### src/rtl/if_id_pkg.sv
// Shared IF/ID types: NOP encoding, fetch packet layout and buffer state encoding.
package if_id_pkg;

  localparam logic [31:0] NOP_INSTR = 32'h0000_0000;

  typedef struct packed {
    logic [31:0] pc;
    logic [31:0] pc_plus4;
    logic [31:0] instn;
    logic        jump;
  } fetch_pkt_t;

  typedef enum logic [1:0] {
    ST_EMPTY = 2'd0,
    ST_ONE   = 2'd1,
    ST_FULL  = 2'd2
  } state_t;

endpackage

### src/rtl/pipe_skid_slot.sv
// One pipeline payload register with load enable; shared by the IF/ID, ID/EX and EX/MEM buffers.
module pipe_skid_slot #(
  parameter int W = 1
) (
  input  logic         clk,
  input  logic         reset,
  input  logic         load,
  input  logic [W-1:0] d,
  output logic [W-1:0] q
);

  logic [W-1:0] data_q;

  always_ff @(posedge clk or posedge reset) begin
    if (reset) begin
      data_q <= '0;
    end else if (load) begin
      data_q <= d;
    end
  end

  assign q = data_q;

endmodule

### src/rtl/if_id_stage_buf.sv
// IF/ID skid buffer (1 or 2 entries) with valid/ready handshake and synchronous flush.
// Optional stall/flush counters are enabled by defining IF_ID_STAGE_BUF_PERF_EN.
module if_id_stage_buf
  import if_id_pkg::*;
#(
  parameter int DATA_W  = 32,
  parameter int PC_W    = 32,
  parameter int JADDR_W = 26,
  parameter int DEPTH   = 2
) (
  input  logic               clk,
  input  logic               reset,
  input  logic               in_valid,
  output logic               in_ready,
  input  logic [PC_W-1:0]    in_pc,
  input  logic [PC_W-1:0]    in_pc_plus4,
  input  logic [DATA_W-1:0]  in_instn,
  input  logic               in_jump,
  input  logic               flush,
  output logic               out_valid,
  input  logic               out_ready,
  output logic [PC_W-1:0]    out_pc,
  output logic [PC_W-1:0]    out_pc_plus4,
  output logic [DATA_W-1:0]  out_instn,
  output logic               out_jump,
  output logic [JADDR_W-1:0] out_jump_addr,
  output logic [1:0]         occupancy
`ifdef IF_ID_STAGE_BUF_PERF_EN
  ,
  output logic [31:0]        stall_cnt,
  output logic [31:0]        flush_cnt
`endif
);

  localparam int PKT_W = 2 * PC_W + DATA_W + 1;

  state_t           state_q, state_d;
  logic             push, pop;
  logic             head_load, skid_load;
  logic [PKT_W-1:0] in_pkt, head_d, head_q, skid_q;
  logic [DATA_W-1:0] head_instn;

  assign in_pkt    = {in_pc, in_pc_plus4, in_instn, in_jump};
  assign out_valid = (state_q != ST_EMPTY);
  assign push      = in_valid & in_ready;
  assign pop       = out_valid & out_ready;

  always_comb begin
    state_d   = state_q;
    head_load = 1'b0;
    skid_load = 1'b0;
    head_d    = in_pkt;
    case (state_q)
      ST_EMPTY: begin
        if (push) begin
          state_d   = ST_ONE;
          head_load = 1'b1;
        end
      end
      ST_ONE: begin
        if (push && pop) begin
          head_load = 1'b1;
        end else if (push) begin
          state_d   = ST_FULL;
          skid_load = 1'b1;
        end else if (pop) begin
          state_d = ST_EMPTY;
        end
      end
      ST_FULL: begin
        // Skid entry advances to head on the same edge the head is consumed.
        if (pop) begin
          state_d   = ST_ONE;
          head_load = 1'b1;
          head_d    = skid_q;
        end
      end
      default: state_d = ST_EMPTY;
    endcase
    if (flush) begin
      state_d   = ST_EMPTY;
      head_load = 1'b0;
      skid_load = 1'b0;
    end
  end

  always_ff @(posedge clk or posedge reset) begin
    if (reset) begin
      state_q <= ST_EMPTY;
    end else begin
      state_q <= state_d;
    end
  end

  pipe_skid_slot #(.W(PKT_W)) u_head (
    .clk   (clk),
    .reset (reset),
    .load  (head_load),
    .d     (head_d),
    .q     (head_q)
  );

  generate
    if (DEPTH == 1) begin : g_depth1
      // Single entry: accept only when the head is empty or leaving this cycle.
      assign in_ready = ~out_valid | out_ready;
      assign skid_q   = '0;
    end else begin : g_depth2
      logic in_ready_q;

      always_ff @(posedge clk or posedge reset) begin
        if (reset) begin
          in_ready_q <= 1'b1;
        end else begin
          in_ready_q <= (state_d != ST_FULL);
        end
      end

      assign in_ready = in_ready_q;

      pipe_skid_slot #(.W(PKT_W)) u_skid (
        .clk   (clk),
        .reset (reset),
        .load  (skid_load),
        .d     (in_pkt),
        .q     (skid_q)
      );
    end
  endgenerate

  assign out_pc        = head_q[PKT_W-1 -: PC_W];
  assign out_pc_plus4  = head_q[PKT_W-PC_W-1 -: PC_W];
  assign head_instn    = head_q[DATA_W:1];
  assign out_instn     = out_valid ? head_instn : DATA_W'(NOP_INSTR);
  assign out_jump      = out_valid & head_q[0];
  assign out_jump_addr = out_instn[JADDR_W-1:0];
  assign occupancy     = state_q;

`ifdef IF_ID_STAGE_BUF_PERF_EN
  logic [31:0] stall_cnt_q, flush_cnt_q;

  always_ff @(posedge clk or posedge reset) begin
    if (reset) begin
      stall_cnt_q <= '0;
      flush_cnt_q <= '0;
    end else begin
      if (in_valid && !in_ready) begin
        stall_cnt_q <= stall_cnt_q + 32'd1;
      end
      if (flush && (state_q != ST_EMPTY)) begin
        flush_cnt_q <= flush_cnt_q + 32'd1;
      end
    end
  end

  assign stall_cnt = stall_cnt_q;
  assign flush_cnt = flush_cnt_q;
`endif

endmodule
### config.mk
export PLATFORM = sky130hd
export DESIGN_NAME = if_id_stage_buf
export DESIGN_NICKNAME = d
export VERILOG_FILES = /design/src/rtl/if_id_pkg.sv /design/src/rtl/pipe_skid_slot.sv /design/src/rtl/if_id_stage_buf.sv
export SDC_FILE = /design/constraint.sdc
export NUM_CORES = 1
export LEC_CHECK = 0
export CAP_MARGIN = 20
export CORE_ASPECT_RATIO = 1.4
export CORE_UTILIZATION = 50
export CTS_BUF_LIST = sky130_fd_sc_hd__clkbuf_8 sky130_fd_sc_hd__clkbuf_16
export DETAILED_ROUTE_END_ITERATION = 7
export GPL_TIMING_DRIVEN = 0
export PLACE_DENSITY = 0.82
export SYNTH_ARGS = -nofsm -noshare
export SYNTH_HDL_FRONTEND = slang
export SYNTH_SLANG_ARGS = --single-unit
### constraint.sdc
create_clock -name clk -period 8.7 [get_ports clk]
set_input_delay 2.175 -clock clk [delete_from_list [all_inputs] [get_ports clk]]
set_output_delay 2.175 -clock clk [all_outputs]
set_load 0.01 [all_outputs]
Word-level counts from Yosys, hierarchy flattened
Cells that the tools add are included.
{ "classes": {"n_reduce_logical": 3, "n_eq_ne": 3, "n_mux": 18, "bitwise": 3} }
{ "ops": {"columns": ["op", "n"], "rows": [
  ["2-to-1 mux 97 bit", 2],
  ["2-to-1 mux 32 bit", 1],
  ["2-to-1 mux 2 bit", 6],
  ["2-to-1 mux 1 bit", 7],
  ["one-hot mux 2 bit (3 select lines)", 1],
  ["bitwise AND 1 bit", 3],
  ["one-hot mux 1 bit (3 select lines)", 1],
  ["equality test 2 x 1 -> 1 bit (second input constant)", 1],
  ["equality test 2 bit (second input constant)", 1],
  ["zero test 2 bit", 1],
  ["inequality test 2 bit (second input constant)", 1],
  ["nonzero test 2 bit", 1],
  ["logical AND 1 bit", 1]
]} }
{ "totals": {"in_bits": 102, "reg_bits": 197, "output_inout_bits": 127, "word_cells": 31} }

Logic depth before layout (Yosys ltp)
Gate-level depths: netlist of the first run.
{ "logic_depth": {"word_depth": 8, "depth_mapped": 7, "mapped_depth_nobuf": 4} }

Hierarchy
Synthesis of the first run repeated with hierarchy kept, for this count alone.
{ "unflattened": {"hier_cells": 604, "hier_area_um2": 9285.2} }
{ "by_module_without_submodules": {"columns": ["mod", "n_inst", "area_per_inst_um2", "seq_area_each_um2", "cells_per_inst"], "rows": [
  ["pipe_skid_slot", 2, 3722.3, 2427.3, 206],
  ["if_id_stage_buf", 1, 1840.5, 76.3, 192]
]} }

Least setup slack after synthesis of the first run
OpenSTA, ideal clock, no wires.
{ "synth_timing": {"path_type": "reg2out", "from": "reg state_q[0] (netlist: occupancy[0])", "to": "out out_jump_addr[10]", "path_slack_ns": 5.206, "arrival_time_ns": 1.319, "stages_incl_launch_ff": 5, "path_buffers": 2, "required_ns": 6.525, "path_cell_list": "dfrtp_1 -> nor2_1 -> clkbuf_1 -> nor2b_1 -> buf_4"} }
{ "synth_between": {"elab_chain_len": 2} }
{ "synth_rtl": {"columns": ["item", "line_no", "text"], "rows": [
  ["from (decl)", "if_id_stage_buf.sv:37", "state_t state_q, state_d;"],
  ["from (signal assigned)", "if_id_stage_buf.sv:91", "state_q <= state_d;"],
  ["nonzero test 2 bit", "if_id_stage_buf.sv:44", "assign out_valid = (state_q != ST_EMPTY);"],
  ["2-to-1 mux 32 bit", "if_id_stage_buf.sv:134", "assign out_instn = out_valid ? head_instn : DATA_W'(NOP_INSTR);"],
  ["to (decl)", "if_id_stage_buf.sv:26", "output logic [JADDR_W-1:0] out_jump_addr,"]
]} }
No other way between the ends.

Final worst setup path of the first run
{ "layout_timing": {"from": "reg state_q[1] (netlist: occupancy[1])", "to": "out out_jump_addr[5]"} }
The elaborated chain is that of the path after synthesis.

==> metrics.log, run 1 <==
[metrics] run status: complete, no violations
[metrics] commonest non-fill, non-tap cells in the layout: clkdlybuf4s50_1, dfrtp_1, nand2_1, nor2_1, a31oi_1
[metrics] number of antenna diodes: 0
[metrics] number of post-CTS setup repair buffers: 0
[metrics] Post-Syn Area: 9140 um2
[metrics] Avg Inst Size Synth: 10.4 um2
[metrics] cells along the critical path: nor2_1 > clkbuf_1 > nor2b_1 > buf_4 > clkdlybuf4s50_1
[metrics] post-route design area: 12300 um2
[metrics] summed negative setup slack over all endpoints: 0 ps
[metrics] IR Drop Worst-Case VDD: 157 uV
[metrics] post-synthesis instance total: 880
[metrics] I/O pin total: 229
[metrics] hold violation total from the final report: 0
[metrics] internal power: 2.04 mW
[metrics] clock input transition at the sequential cells of the worst setup and hold paths: 70 ps
[metrics] number of cells traversed by the worst hold path: 1
[metrics] worst min-delay path class: reg -> reg
[metrics] max frequency: 0.203 GHz
[metrics] post-CTS sizing: 0
[metrics] CTS sink count: 197
[metrics] share of power burned in registers: 44.9%
[metrics] Final Util: 68.8%
[metrics] router iterations before antenna repair: 4
[metrics] row cnt: 58
[metrics] area of the core: 17900 um2
[metrics] most common library cell in the layout ignoring fill and taps: clkdlybuf4s50_1
[metrics] total net switching power: 0.771 mW
[metrics] total power divided by cell area: 228 nW/um2
[metrics] Post-DP HPWL: 15800 um
[metrics] number of nets in the synthesized netlist: 982
[metrics] final critical-path required period: 4930 ps
[metrics] crit path buf inv count: 3
[metrics] nets@finish: 1230
[metrics] worst-case hold slack: 506 ps
[metrics] first-pass GRT wire length: 36200 um
[metrics] number of buffers inserted during clock tree synthesis: 17
[metrics] Worst Clk Skew: 12.0 ps
[metrics] number of DRC violations after detailed routing: 0
[metrics] source-to-sink clock delay at the later pin of the worst-skew pair: 430 ps
[metrics] worst endpoint required time: 6530 ps
[metrics] Via Count: 7031
[metrics] clock tree from TritonCTS: done
[metrics] number of buffers between clock root and the deepest sink: 2
[metrics] Remaining Overflow, GRT: 0
[metrics] post-placement cell area: 11800 um2
[metrics] Crit-path slowest cell: nor2_1
[metrics] 1st-iter DRT viols: 358
[metrics] number of H-tree levels: 4
[metrics] period utilization: 56.6%
[metrics] portion of total power attributed to the clock network: 27.7%
[metrics] GPL Wtd Cong: 0.784
[metrics] all-layer global routing usage: 25.0%
[metrics] post-synthesis sequential area ratio: 53.9%
[metrics] r2r worst-path depth: 6
[metrics] Worst Setup Start Kind: flip-flop
[metrics] area of the die: 18800 um2
[metrics] sort of element at the end of the critical path: output pin
[metrics] setup repair after global routing missed its margin: false
[metrics] total power: 2.81 mW
[metrics] fraction of power spent switching nets: 27.4%
[metrics] CP top delay family: buffers and inverters
[metrics] worst endpoint data arrival time: 2750 ps
[metrics] maximum number of pins on one net before global-route repair: 104
[metrics] Seq cells post-synth: 197
[metrics] ANT nets after route: 0
[metrics] count of input and output buffers: 228
[metrics] fraction of final layout cells sized beyond drive strength 1: 22.5%
[metrics] distinct cell type count of the synthesized netlist: 23
[metrics] max-cap violation count: 0
[metrics] vias per cell: 5.09
[metrics] slew at the pin with the worst max-slew slack: 843 ps
[metrics] Setup Viol. Count Final: 0
[metrics] Critical Path Max Stage Delay: 650 ps
[metrics] overall routed net length: 22400 um
[metrics] Critical Path Stages: 5
[metrics] Area growth, synth to finish: 34.9%
[metrics] cell chosen for the clock root: clkbuf_16
[metrics] width of the chip: 116 um
[metrics] hold buffer count at CTS: 0
[metrics] worst setup path category: reg -> out
[metrics] initial cell density of the core: 51.0%
[metrics] Warnings, synthesis: 0
[metrics] highest fanout seen on the critical path: 10
[metrics] max_slew headroom: 43.6%
[metrics] number of global-route vias before repair: 7406
[metrics] antenna violations before repair: 0
[metrics] Comb power frac: 27.5%
[metrics] die extent in y: 162 um
[metrics] number of pins with negative max-slew slack in the final report: 0
[metrics] Routed WL per cell: 16.2 um
[metrics] leakage power summed over all cells: 5.53 nW
cells by family (layout without fill, tap and decap cells):
kind of cell / Yosys count / after routing / share of synthesized area (%)
simple gates: 335 / 335 / 15.0
flops: 197 / 197 / 53.9
mux: 97 / 97 / 13.2
buf+inv: 150 / 410 / 10.9
compound gates: 101 / 101 / 7.02
sequential cells by signal, indices dropped and copies added (netlist names):
name and flops:
in_ready 1, u_head.q 97, g_depth2.u_skid.q 97, occupancy 2
stage by stage:
step	worst slack, ps	cells
after global placement	-1390	1348
final	3770	1380
after global routing	3590	1380
after floorplan	1160	880
after CTS	3700	1380
after detailed placement	4000	1349
metal layers:
| metal | routed length [um] | vias to the layer above | track usage [%] | part of all wire [%] |
|---|---|---|---|---|
| met5 | 0 | - | 0 | 0 |
| met2 | 11400 | 229 | 42.2 | 51 |
| met1 | 9020 | 3412 | 30.5 | 40 |
| met3 | 1210 | 52 | 5.11 | 5.4 |
| met4 | 765 | 0 | 11.2 | 3.4 |
| li1 | - | 3338 | - | - |
cells in the mapped netlist, drive strengths merged:
cell type | count | share of area (%)
dfrtp | 196 | 54
nand2 | 195 | 8.0
buf | 124 | 9.8
a31oi | 99 | 6.8
nor2 | 99 | 4.1
mux2 | 97 | 13
nor2b | 33 | 2.3
clkbuf | 22 | 0.90
inv | 4 | 0.16
nand3 | 2 | 0.11
nand4b | 2 | 0.19
a211o | 1 | 0.096
a21o | 1 | 0.082
dfstp | 1 | 0.29
nand2b | 1 | 0.068
nand3b | 1 | 0.082
nand4bb | 1 | 0.12
or3 | 1 | 0.068
final cells by class:
class / instances / area (um2)
plain buffers: 146 / 980
clock buffers: 18 / 439
clock inverters: 13 / 138
fillers: 1385 / 5590
inverters: 4 / 22.5
multi-input cells: 533 / 3220
flip-flops and latches: 197 / 4930
well taps: 240 / 300
repair buffers: 229 / 2310
power groups by stage:
stage                     Sequential [mW]  Clock (mW)  Combinational, mW
after floorplan                      1.24           0              0.466
after global placement               1.26           0              0.756
after detailed placement             1.28           0              0.778
after CTS                            1.26       0.794              0.781
after global routing                 1.29       0.826              0.837
final                                1.26       0.778              0.773
final timing paths:
path	slack, ps	from	endpoint
worst max-delay path	3770	occupancy[1]	out_jump_addr[5]
worst min-delay path	510	g_depth2.u_skid.q[54]	g_depth2.u_skid.q[54]
worst max register to register	6270	occupancy[0]	u_head.q[2]
worst min register to register	510	g_depth2.u_skid.q[54]	g_depth2.u_skid.q[54]
max in group asynchronous	5520	reset	u_head.q[69]
min in group asynchronous	2250	reset	g_depth2.u_skid.q[18]
No activity file was read; power rests on OpenSTA's default activity.
==> run 2: changes to the inputs <==
--- a/config.mk
+++ b/config.mk
@@ -7,11 +7,11 @@
 export LEC_CHECK = 0
 export CAP_MARGIN = 20
 export CORE_ASPECT_RATIO = 1.4
-export CORE_UTILIZATION = 50
+export CORE_UTILIZATION = 45
 export CTS_BUF_LIST = sky130_fd_sc_hd__clkbuf_8 sky130_fd_sc_hd__clkbuf_16
 export DETAILED_ROUTE_END_ITERATION = 7
 export GPL_TIMING_DRIVEN = 0
-export PLACE_DENSITY = 0.82
+export PLACE_DENSITY = 0.78
 export SYNTH_ARGS = -nofsm -noshare
 export SYNTH_HDL_FRONTEND = slang
 export SYNTH_SLANG_ARGS = --single-unit
==> constraint.sdc (replaced) <==
create_clock -name clk -period 4 [get_ports clk]
set_input_delay 1 -clock clk [delete_from_list [all_inputs] [get_ports clk]]
set_output_delay 1 -clock clk [all_outputs]
set_load 0.01 [all_outputs]
==> run 2 against run 1 <==
  * Clock-buffer cell count decreased by 1
  * Via count down 0.63%
  * Combinational power rose by 120%
  * Worst hold slack improved by 1.8 ps
  * Final cell count is 1.2% higher
  * Sequential power increased by 120%
  * Clock skew down 2.1 ps
  * Global-route usage decreased by 2.2 points
  * First-iteration DRC count increased by 29%
  * Register-to-register slack worse by 4700 ps
  * Clock power rose by 120%
  * Sequential share of layout area is 0.33 points lower
  * Largest power group unchanged
==> metrics.log, run 2 (synthesized netlist as in run 1, its figures left out) <==
[metrics] run status: complete, no violations
[metrics] setup repair after global routing missed its margin: false
[metrics] initial cell density of the core: 45.9%
[metrics] number of post-CTS setup repair buffers: 0
[metrics] post-route design area: 12400 um2
[metrics] nets@finish: 1233
[metrics] pre-CTS setup slack: 494 ps
[metrics] Via Count: 6987
[metrics] slew at the pin with the worst max-slew slack: 905 ps
[metrics] number of DRC violations after detailed routing: 0
[metrics] max-cap violation count: 0
[metrics] summed negative setup slack over all endpoints: 0 ps
[metrics] GPL Wtd Cong: 0.790
[metrics] Post-DP HPWL: 16400 um
[metrics] Routed WL per cell: 16.2 um
[metrics] setup slack of the most critical reg-to-reg path: 1610 ps
[metrics] die extent in y: 171 um
[metrics] hold violation total from the final report: 0
[metrics] max_slew headroom: 39.5%
[metrics] number of pins with negative max-slew slack in the final report: 0
[metrics] all-layer global routing usage: 22.8%
[metrics] Remaining Overflow, GRT: 0
[metrics] hold buffer count at CTS: 0
[metrics] max frequency: 0.269 GHz
[metrics] width of the chip: 122 um
[metrics] router iterations before antenna repair: 4
[metrics] ANT nets after route: 0
[metrics] post-placement cell area: 11800 um2
[metrics] 1st-iter DRT viols: 461
[metrics] vias per cell: 5.00
[metrics] count of input and output buffers: 228
[metrics] Final Util: 62.4%
[metrics] commonest non-fill, non-tap cells in the layout: clkdlybuf4s50_1, dfrtp_1, nand2_1, nor2_1, a31oi_1
[metrics] antenna violations before repair: 1
[metrics] area of the core: 19900 um2
[metrics] number of buffers inserted during clock tree synthesis: 17
[metrics] end of the worst register-to-register path: u_head.q[95]
[metrics] Worst Clk Skew: 9.89 ps
[metrics] leakage power summed over all cells: 5.56 nW
[metrics] most common library cell in the layout ignoring fill and taps: clkdlybuf4s50_1
[metrics] total power divided by cell area: 496 nW/um2
[metrics] row cnt: 61
[metrics] fraction of final layout cells sized beyond drive strength 1: 22.7%
[metrics] cell chosen for the clock root: clkbuf_16
[metrics] CTS sink count: 197
[metrics] number of global-route vias before repair: 7088
[metrics] final critical-path required period: 3720 ps
[metrics] clock tree from TritonCTS: done
[metrics] Setup Viol. Count Final: 0
[metrics] endpoint of the worst hold-timing path: g_depth2.u_skid.q[45]
[metrics] number of cells traversed by the worst hold path: 1
[metrics] Worst Setup Start Kind: flip-flop
[metrics] startpoint of the most critical register-to-register path: occupancy[0]
[metrics] total power: 6.17 mW
[metrics] number of H-tree levels: 4
[metrics] worst endpoint data arrival time: 2720 ps
[metrics] overall routed net length: 22600 um
[metrics] clock input transition at the sequential cells of the worst setup and hold paths: 70 ps
[metrics] post-route worst setup slack: 283 ps
[metrics] first-pass GRT wire length: 36500 um
[metrics] worst endpoint required time: 3000 ps
[metrics] highest fanout seen on the critical path: 10
[metrics] I/O pin total: 229
[metrics] IR Drop Worst-Case VDD: 245 uV
[metrics] worst min-delay path startpoint: g_depth2.u_skid.q[45]
[metrics] sort of element at the end of the critical path: output pin
[metrics] worst min-delay path class: reg -> reg
[metrics] area of the die: 20900 um2
[metrics] r2r worst-path depth: 6
[metrics] worst setup path category: reg -> out
[metrics] source-to-sink clock delay at the later pin of the worst-skew pair: 430 ps
[metrics] number of buffers between clock root and the deepest sink: 2
[metrics] maximum number of pins on one net before global-route repair: 43
[metrics] period utilization: 92.9%
[metrics] Area growth, synth to finish: 36.1%
[metrics] post-CTS sizing: 0
-- run 2: cell count changes in the layout (fill, tap and decap cells not counted), moves of 2 or more --
cell,previous run,this run
clkinvlp_4,1,3
buf_12,3,7
clkinv_4,3,1
clkinv_8,0,4
-- run 2: worst max path at each step --
stage            startpoint              endpoint  cells after the start
6_report       occupancy[1]      out_jump_addr[3]                      5
5_1_grt        occupancy[1]      out_jump_addr[4]                      5
4_1_cts        occupancy[0]      out_jump_addr[3]                      5
3_5_place_dp      out_ready          u_head.q[95]                      7
3_3_place_gp          reset          u_head.q[36]                      2
2_1_floorplan         reset  g_depth2.u_skid.q[0]                      1
-- run 2: report_power, final --
group | internal (mW) | switching [mW] | total (mW)
registers | 2.49 | 0.255 | 2.74
clock network | 0.902 | 0.848 | 1.75
logic | 1.06 | 0.613 | 1.68
total | 4.45 | 1.72 | 6.17
-- run 2: critical path, stage by stage, from the launching register on --
cell and delay, ps:
dfrtp_1 460, nor2_1 620, clkbuf_1 450, nor2b_1 140, buf_4 160, clkdlybuf4s50_1 470
-- run 2: layout make-up --
cell class | count | area (um2)
Sequential cell | 197 | 4930
Tap cell | 252 | 315
Buffer | 146 | 980
Clock inverter | 15 | 188
Timing Repair Buffer | 232 | 2360
Inverter | 4 | 18.8
Clock buffer | 17 | 425
Fill cell | 1615 | 7480
Antenna cell | 1 | 2.50
Multi-Input combinational cell | 533 | 3220
-- run 2: metrics by stage --
| step | hold WS (ps) | std cells |
|---|---|---|
| after floorplan | 479 | 880 |
| final | 508 | 1397 |
| after CTS | 510 | 1396 |
| after global placement | 486 | 1360 |
| after global routing | 514 | 1397 |
| after detailed placement | 492 | 1364 |
-- run 2: layer usage --
| layer | wire (um) | part of all wire [%] | vias up | global-route usage (%) |
|---|---|---|---|---|
| li1 | - | - | 3347 | - |
| met1 | 9100 | 40 | 3428 | 26.9 |
| met2 | 11900 | 53 | 167 | 39.6 |
| met3 | 795 | 3.5 | 45 | 4.27 |
| met4 | 767 | 3.4 | 0 | 10.6 |
| met5 | 0 | 0 | - | 0 |
